File: config.mk
export PLATFORM = sky130hd
export DESIGN_NAME = pipe_sel_decoder
export DESIGN_NICKNAME = d
export VERILOG_FILES = /design/src/rtl/pipe_sel_decoder.sv
export SDC_FILE = /design/constraint.sdc
export NUM_CORES = 1
export LEC_CHECK = 0
export CAP_MARGIN = 5
export CORE_ASPECT_RATIO = 1.25
export CORE_MARGIN = 5
export CORE_UTILIZATION = 52
export CTS_BUF_LIST = sky130_fd_sc_hd__clkbuf_2 sky130_fd_sc_hd__clkbuf_4 sky130_fd_sc_hd__clkbuf_8
export CTS_CLUSTER_SIZE = 8
export DETAILED_ROUTE_END_ITERATION = 7
export HOLD_SLACK_MARGIN = 0.05
export PLACE_DENSITY = 0.79
export REMOVE_ABC_BUFFERS = 1
export SETUP_SLACK_MARGIN = 0.5
export SLEW_MARGIN = 25
export SYNTH_ARGS = -nofsm -noshare
export SYNTH_HDL_FRONTEND = slang
export SYNTH_SLANG_ARGS = --single-unit
File: constraint.sdc
create_clock -name clk -period 2.05 [get_ports clk]
set_clock_uncertainty 0.1 [all_clocks]
set_input_delay 0.3075 -clock clk [delete_from_list [all_inputs] [get_ports clk]]
set_output_delay 0.3075 -clock clk [all_outputs]
set_load 0.05 [all_outputs]
File: src/rtl/pipe_sel_decoder.sv
// Pipelined SEL_W-to-2**SEL_W select decoder (one-hot / thermometer / active-low one-hot)
// behind a 2-entry valid/ready skid buffer; 1-cycle latency, full throughput, lossless back-pressure.
module pipe_sel_decoder #(
    parameter int SEL_W      = 4,
    parameter int ERR_STICKY = 1
) (
    input  logic                    clk,
    input  logic                    rst,
    input  logic                    in_valid,
    output logic                    in_ready,
    input  logic [SEL_W-1:0]        in_sel,
    input  logic [1:0]              in_mode,
    input  logic                    in_en,
    output logic                    out_valid,
    input  logic                    out_ready,
    output logic [(1<<SEL_W)-1:0]   out_code,
    output logic [SEL_W-1:0]        out_sel,
    output logic                    err
);

    localparam int OUT_W = 1 << SEL_W;

    typedef enum logic [1:0] {
        S_EMPTY = 2'd0,
        S_ONE   = 2'd1,
        S_TWO   = 2'd2
    } state_t;

    state_t             state;
    state_t             state_nxt;

    logic               push;
    logic               pop;

    logic [OUT_W-1:0]   new_code;
    logic               new_err;

    logic [OUT_W-1:0]   head_code;
    logic [SEL_W-1:0]   head_sel;
    logic               head_err;
    logic [OUT_W-1:0]   tail_code;
    logic [SEL_W-1:0]   tail_sel;
    logic               tail_err;

    logic               err_sticky;

    function automatic logic [OUT_W-1:0] decode(
        input logic [SEL_W-1:0] sel,
        input logic [1:0]       mode,
        input logic             en
    );
        logic [OUT_W-1:0] code;
        code = '0;
        for (int i = 0; i < OUT_W; i++) begin
            unique case (mode)
                2'b00:   code[i] = en & (SEL_W'(i) == sel);
                2'b01:   code[i] = en & (SEL_W'(i) <= sel);
                2'b10:   code[i] = ~en | (SEL_W'(i) != sel);
                default: code[i] = 1'b0;
            endcase
        end
        return code;
    endfunction

    assign new_code  = decode(in_sel, in_mode, in_en);
    assign new_err   = (in_mode == 2'b11);

    // in_ready depends only on occupancy and reset so upstream can never form a comb loop through it
    assign in_ready  = (state != S_TWO) & ~rst;
    assign out_valid = (state != S_EMPTY);
    assign push      = in_valid & in_ready;
    assign pop       = out_valid & out_ready;

    always_comb begin
        state_nxt = state;
        unique case (state)
            S_EMPTY: begin
                if (push) state_nxt = S_ONE;
            end
            S_ONE: begin
                if (push && !pop)      state_nxt = S_TWO;
                else if (!push && pop) state_nxt = S_EMPTY;
            end
            S_TWO: begin
                if (pop) state_nxt = S_ONE;
            end
            default: state_nxt = S_EMPTY;
        endcase
    end

    always_ff @(posedge clk or posedge rst) begin
        if (rst) begin
            state <= S_EMPTY;
        end else begin
            state <= state_nxt;
        end
    end

    // Head always holds the oldest entry; tail is only occupied in S_TWO.
    always_ff @(posedge clk or posedge rst) begin
        if (rst) begin
            head_code <= '0;
            head_sel  <= '0;
            head_err  <= 1'b0;
            tail_code <= '0;
            tail_sel  <= '0;
            tail_err  <= 1'b0;
        end else begin
            unique case (state)
                S_EMPTY: begin
                    if (push) begin
                        head_code <= new_code;
                        head_sel  <= in_sel;
                        head_err  <= new_err;
                    end
                end
                S_ONE: begin
                    if (push && pop) begin
                        head_code <= new_code;
                        head_sel  <= in_sel;
                        head_err  <= new_err;
                    end else if (push) begin
                        tail_code <= new_code;
                        tail_sel  <= in_sel;
                        tail_err  <= new_err;
                    end else if (pop) begin
                        head_code <= '0;
                        head_sel  <= '0;
                        head_err  <= 1'b0;
                    end
                end
                S_TWO: begin
                    if (pop) begin
                        head_code <= tail_code;
                        head_sel  <= tail_sel;
                        head_err  <= tail_err;
                        tail_code <= '0;
                        tail_sel  <= '0;
                        tail_err  <= 1'b0;
                    end
                end
                default: begin
                    head_code <= '0;
                    head_sel  <= '0;
                    head_err  <= 1'b0;
                end
            endcase
        end
    end

    always_ff @(posedge clk or posedge rst) begin
        if (rst) begin
            err_sticky <= 1'b0;
        end else if (push && new_err) begin
            err_sticky <= 1'b1;
        end
    end

    assign out_code = head_code;
    assign out_sel  = head_sel;
    assign err      = (ERR_STICKY != 0) ? err_sticky : (out_valid & head_err);

endmodule

**Word-level counts from Yosys, hierarchy flattened**

Cells that the tools add are included.

- Latch bits: 0
- Register bits: 43
- Memory bits (read-only): 0
- Bits in writable memories: 0
- Input port bits: 11
- Word-level logic and storage cells: 170
- Memories: 0
- Output and inout bits: 23

- Divide/modulo/power cells: 0
- Add/subtract/negate cells: 0
- Shift-type cells: 0
- Muxes and demuxes: 37
- Reduce and logical (&&, ||, !) cells: 15
- Bitwise operators: 53
- Magnitude comparators: 16
- Equality and inequality tests: 43
- $mul: 0

Operators by type and width:

| cell | number |
|---|---|
| 2-to-1 mux 16 bit | 6 |
| case mux 1 bit (3 select lines) | 16 |
| case mux 16 bit (3 select lines) | 1 |
| AND 1 bit | 35 |
| == test 4 bit (first input constant) | 8 |
| less-or-equal comparator 4 bit (first input constant) | 8 |
| inequality test 4 bit (first input constant) | 8 |
| case mux 16 bit (2 select lines) | 1 |
| 2-to-1 mux 4 bit | 6 |
| == test 3 x 4 -> 1 bit (first input constant) | 4 |
| less-or-equal comparator 3 x 4 -> 1 bit (first input constant) | 4 |
| inequality test 3 x 4 -> 1 bit (first input constant) | 4 |
| bitwise OR 1 bit | 16 |
| case mux 4 bit (3 select lines) | 1 |
| inequality test 2 bit (second input constant) | 5 |
| inequality test 3 bit (second input constant) | 3 |
| == test 2 x 4 -> 1 bit (first input constant) | 2 |
| less-or-equal comparator 1 x 4 -> 1 bit (first input constant) | 2 |
| less-or-equal comparator 2 x 4 -> 1 bit (first input constant) | 2 |
| 2-to-1 mux 2 bit | 4 |
| inequality test 2 x 4 -> 1 bit (first input constant) | 2 |
| case mux 4 bit (2 select lines) | 1 |
| AND reduction 4 bit | 2 |
| == test 2 bit (second input constant) | 3 |
| 12 further kinds | 20 |

**Longest topological paths before layout**

- Word-level depth: 8
- Gate-level depth with buffers: 10
- Depth with buffers taken out: 9

**Worst setup path before layout**

OpenSTA, ideal clock, no wires.

- Path kind: flip-flop to flip-flop
- Start: reg state[1]
- End: reg head_sel[0] (netlist: out_sel[0])
- Library setup time: 0.128 ns
- Period minus slack after synthesis: 2.450 ns
- Slack: -0.400 ns
- Cell stages (with the launch flop): 11
- Required time: 1.822 ns
- Buffers on the path: 2
- Arrival: 2.222 ns
- Cells stage by stage: dfrtp_1 -> buf_2 -> or2_2 -> nand2_1 -> inv_1 -> ha_1 -> nor2_2 -> nor2_2 -> o32ai_2 -> buf_6 -> mux2_1

- Elaborated cells on any way between the ends: 16
- Those cells by class: eq/ne: 7; mux: 2; bitwise: 3; reduce/logical: 4

RTL lines:

| what | RTL line | text |
|---|---|---|
| start: declaration | 29 | `state_t state;` |
| start signal: assignment | 95 | `state <= state_nxt;` |
| nonzero test 2 bit (*) | 70 | `assign out_valid = (state != S_EMPTY);` |
| named net out_valid | 14 | `output logic out_valid,` |
| AND 1 bit (*) | 72 | `assign pop = out_valid & out_ready;` |
| logical AND 1 bit | 118 | `if (push && pop) begin` |
| inequality test 3 bit (no source line) or 2-to-1 mux 4 bit (tied branches) | - |  |
| AND reduction 4 bit (no source line) or case mux 4 bit (3 select lines) (tied branches) | - |  |
| end signal: assignment | 113 | `head_sel <= in_sel;` |
| end signal: assignment | 120 | `head_sel <= in_sel;` |
| end signal: assignment | 135 | `head_sel <= tail_sel;` |
| end: declaration | 39 | `logic [SEL_W-1:0] head_sel;` |

Mark *: on every way through the listed nets, which the timed path passes. The rest lies on a longest branch.
A chain may end at the register's enable or synchronous reset.

**Final worst setup path**

- Start: reg state[1]
- End: reg tail_code[1]

- Longest elaborated chain between the ends: 6
- Elaborated cells on any way between the ends: 14
- Those cells by class: eq/ne: 6; mux: 1; bitwise: 3; reduce/logical: 4

RTL lines:

| what | RTL line | text |
|---|---|---|
| inequality test 2 bit | 69 | `assign in_ready = (state != S_TWO) & ~rst;` |
| AND 1 bit | 69 |  |
| AND 1 bit | 71 | `assign push = in_valid & in_ready;` |
| logical AND 1 bit | 118 |  |
| inequality test 2 bit (no source line) | - |  |
| AND reduction 4 bit (no source line) | - |  |
| end signal: assignment | 123 | `tail_code <= new_code;` |
| end: declaration | 41 | `logic [OUT_W-1:0] tail_code;` |

Several ways; a longest one is shown, not always the timed one.

==> flow_summary.yaml <==
route:
  wirelength_um: 7974
  vias: 2497
  route.detailed.wl_per_inst_um: 18.94
  remaining_drc_errors: 0
  via_per_inst: 5.931
  ant_nets: 0
  firstDrtPassIters: 4
  drtIter0Drc: 199
critical_path:
  start_kind: "flop"
  r2r_end: "tail_code[1]$_DFFE_PP0P_"
  worstReg2RegStart: "state[1]$_DFFE_PP0P_"
  critical_path_required_ns: 2.13
  cp.arrival_ns: 2.14
  ff2ff_setup_slack_ns: -0.009
  critPathKind: "reg2reg"
  crit_fanout: 11
  reg2reg_depth: 9
  crit_path_end_kind: "flop"
clock_tree:
  cts_buffers: 5
  clock_sinks: 43
  htree_levels: 2
  cts_buffer_depth: 2
  tritoncts: "built"
  hold_buffers: 0
  clk_pin_slew_ns: 0.09
  clock_latency_ns: 0.30
  cts-root-buf: "clkbuf_8"
floorplan:
  dieArea_um2: 6594
  die_y_um: 89.55
  die_w_um: 73.64
  start_util_pct: 52.57
  core_area_um2: 5007
  pin_count: 34
  num_rows: 29
placement:
  dpl_cell_area_um2: 3324
  hpwl_um: 5113
  pre_cts_ws_ns: -0.3754
  io_buffers: 33
  globalplace.congestion: 0.9455
finish:
  nets: 371
  utilization_pct: 74.96
  fillers: 330
  diodes: 0
  postLayoutCellArea_um2: 3754
  drive_above_1_share_pct: 37.88
  syn_to_final_growth_pct: 42.59
synthesis:
  syn_area_um2: 2633
  synth_most_common_cell: "dfrtp_1"
  synth_seq_cells: 43
  netlist_top_cells_area: "dfrtp_1 (41%), a221o_1 (5.7%), a22o_1 (4.7%), buf_6 (3.4%), nand2_1 (3.4%)"
  netlist.top_cell.by_area: "dfrtp_1"
  netlist_instances: 271
  synth.yosys.seq_area_share_pct: 40.87
  synth_edf_count: 0
  yosysTopAreaCellShare_pct: 40.87
  ys.flop_type: "dfrtp_1"
  ys_types: 55
  postSynth.asyncResetShare_pct: 100.0
  avgSynthCellArea_um2: 9.714
  yosys_warnings: 0
  ys_top_cells_by_count: "dfrtp_1 (43), nand2_1 (24), a21oi_1 (16)"
timing:
  fmax_mhz: 485.6
  min_period_ns: 2.059
  timing.final.crit_share_pct: 100.4
  tightest_slew_ns: 0.4590
  finalHoldViolCount: 0
  setup_viol: 2
  slew_headroom_pct: 69.40
  rsz0062_at_grt: "true"
  slew_violations: 0
  layout_setup_ws_ns: -0.009184
power_and_ir_drop:
  p_total_mw: 4.746
  vdd_drop_max_mv: 0.6877
  power_density_nw_per_um2: 1265
  leakage_nw: 1.727
grt:
  antenna_found_initial: 0
  grt_first_pass_wirelength_um: 12250
  grtUsageTotal_pct: 23.92
  overflow: 0
  first_global_vias: 2594
  grt_max_degree: 23
run:
  cap_violations: 0
run_status:
  status: "finished, violations left"
  violations: "setup timing"
worst_hold_path:
  hold_class: "in2async"
critical path: stages (launching register included):
cell,delay (ns)
dfrtp_1,0.41
or2_4,0.28
nand2_4,0.07
inv_2,0.06
ha_4,0.18
buf_6,0.13
nor3_4,0.23
nor2_4,0.08
clkbuf_16,0.18
a22o_1,0.25
state kept, by name (all words and copies together) (netlist names):
| register | flops |
|---|---|
| out_sel | 4 |
| err | 1 |
| out_code | 16 |
| tail_code | 16 |
| tail_sel | 4 |
| state | 2 |
stage by stage:
step / setup TNS, ns / std cells / hold slack [ns]
after floorplan: -19.28 / 246 / 0.2996
after global placement: -6.688 / 400 / 0.3444
after detailed placement: -9.612 / 400 / 0.3428
after CTS: 0 / 418 / 0.2660
after global routing: -0.2674 / 421 / 0.3118
final: -0.01519 / 421 / 0.2916
cells in the final DEF (no fill, tap or decap), drive strengths merged, types with 5 or more instances in the layout:
master	Yosys	final
o21ai	21	21
nand2	24	24
a21oi	17	17
clkdlybuf4s50	0	8
a22o	14	14
and2	9	9
and3	9	9
dfrtp	43	43
nand3	5	5
clkdlybuf4s15	0	21
clkbuf	1	7
a221o	15	15
inv	9	8
nor3	9	9
nor2b	8	8
nor2	15	15
buf	24	73
mux2i	6	6
layout make-up:
class                      instances  area [µm²]  share of cell area (%)
timing repair buffer             105        1003                   26.73
sequential                        43        1076                   28.67
multi-input combinational        194        1426                   38.00
clock buffer                       6       76.32                   2.033
tap                               62       77.57                   2.067
inverter                           9       33.78                  0.9000
clock inverter                     2       60.06                   1.600
repair_timing:
| item | 4_1_cts | 5_1_grt |
|---|---|---|
| pin swaps | 7 | 5 |
| endpoints found under the hold margin | 0 | 0 |
| buffers inserted | 10 | 2 |
| resized for setup | 91 | 13 |
| endpoints found under the setup margin | 64 | 43 |
| gates cloned | 0 | 1 |
how the worst max path moves through the flow:
stage / startpoint / end / slack [ns]
2_1_floorplan: state[1]$_DFFE_PP0P_ / out_sel[0]$_DFFE_PP0P_ / -0.66
3_3_place_gp: in_valid / out_sel[1]$_DFFE_PP0P_ / -0.27
3_5_place_dp: in_valid / out_sel[2]$_DFFE_PP0P_ / -0.38
4_1_cts: state[1]$_DFFE_PP0P_ / out_code[7]$_DFFE_PP0P_ / 0.09
5_1_grt: in_sel[3] / out_code[1]$_DFFE_PP0P_ / -0.04
6_report: state[1]$_DFFE_PP0P_ / tail_code[1]$_DFFE_PP0P_ / -0.009
power by group:
group / switching, mW / leakage (nW) / internal (mW) / total [mW]
Sequential: 0.207 / 0.556 / 1.20 / 1.41
Clock: 0.293 / 0.0688 / 0.500 / 0.793
Combinational: 1.44 / 1.10 / 1.10 / 2.54
routing by layer:
layer,vias to the layer above,GRT usage (%),share of wire [%]
met5,-,0,0
met4,0,12.19,3.9
met3,23,3.937,4.2
met2,77,41.53,52
met1,1226,28.19,40
li1,1171,-,-
cells by family (layout without fill, tap and decap cells):
group,after synthesis,after routing,synth area share [%]
buffers and inverters,34,122,8.555
multiplexers,10,10,3.992
flip-flops,43,43,40.87
AND/OR/NAND/NOR,91,91,20.11
AO/OA/AOI/OAI,91,91,25.52
adder cells (fa/ha/maj),2,2,0.9504
(Power assumes the default switching activity.)
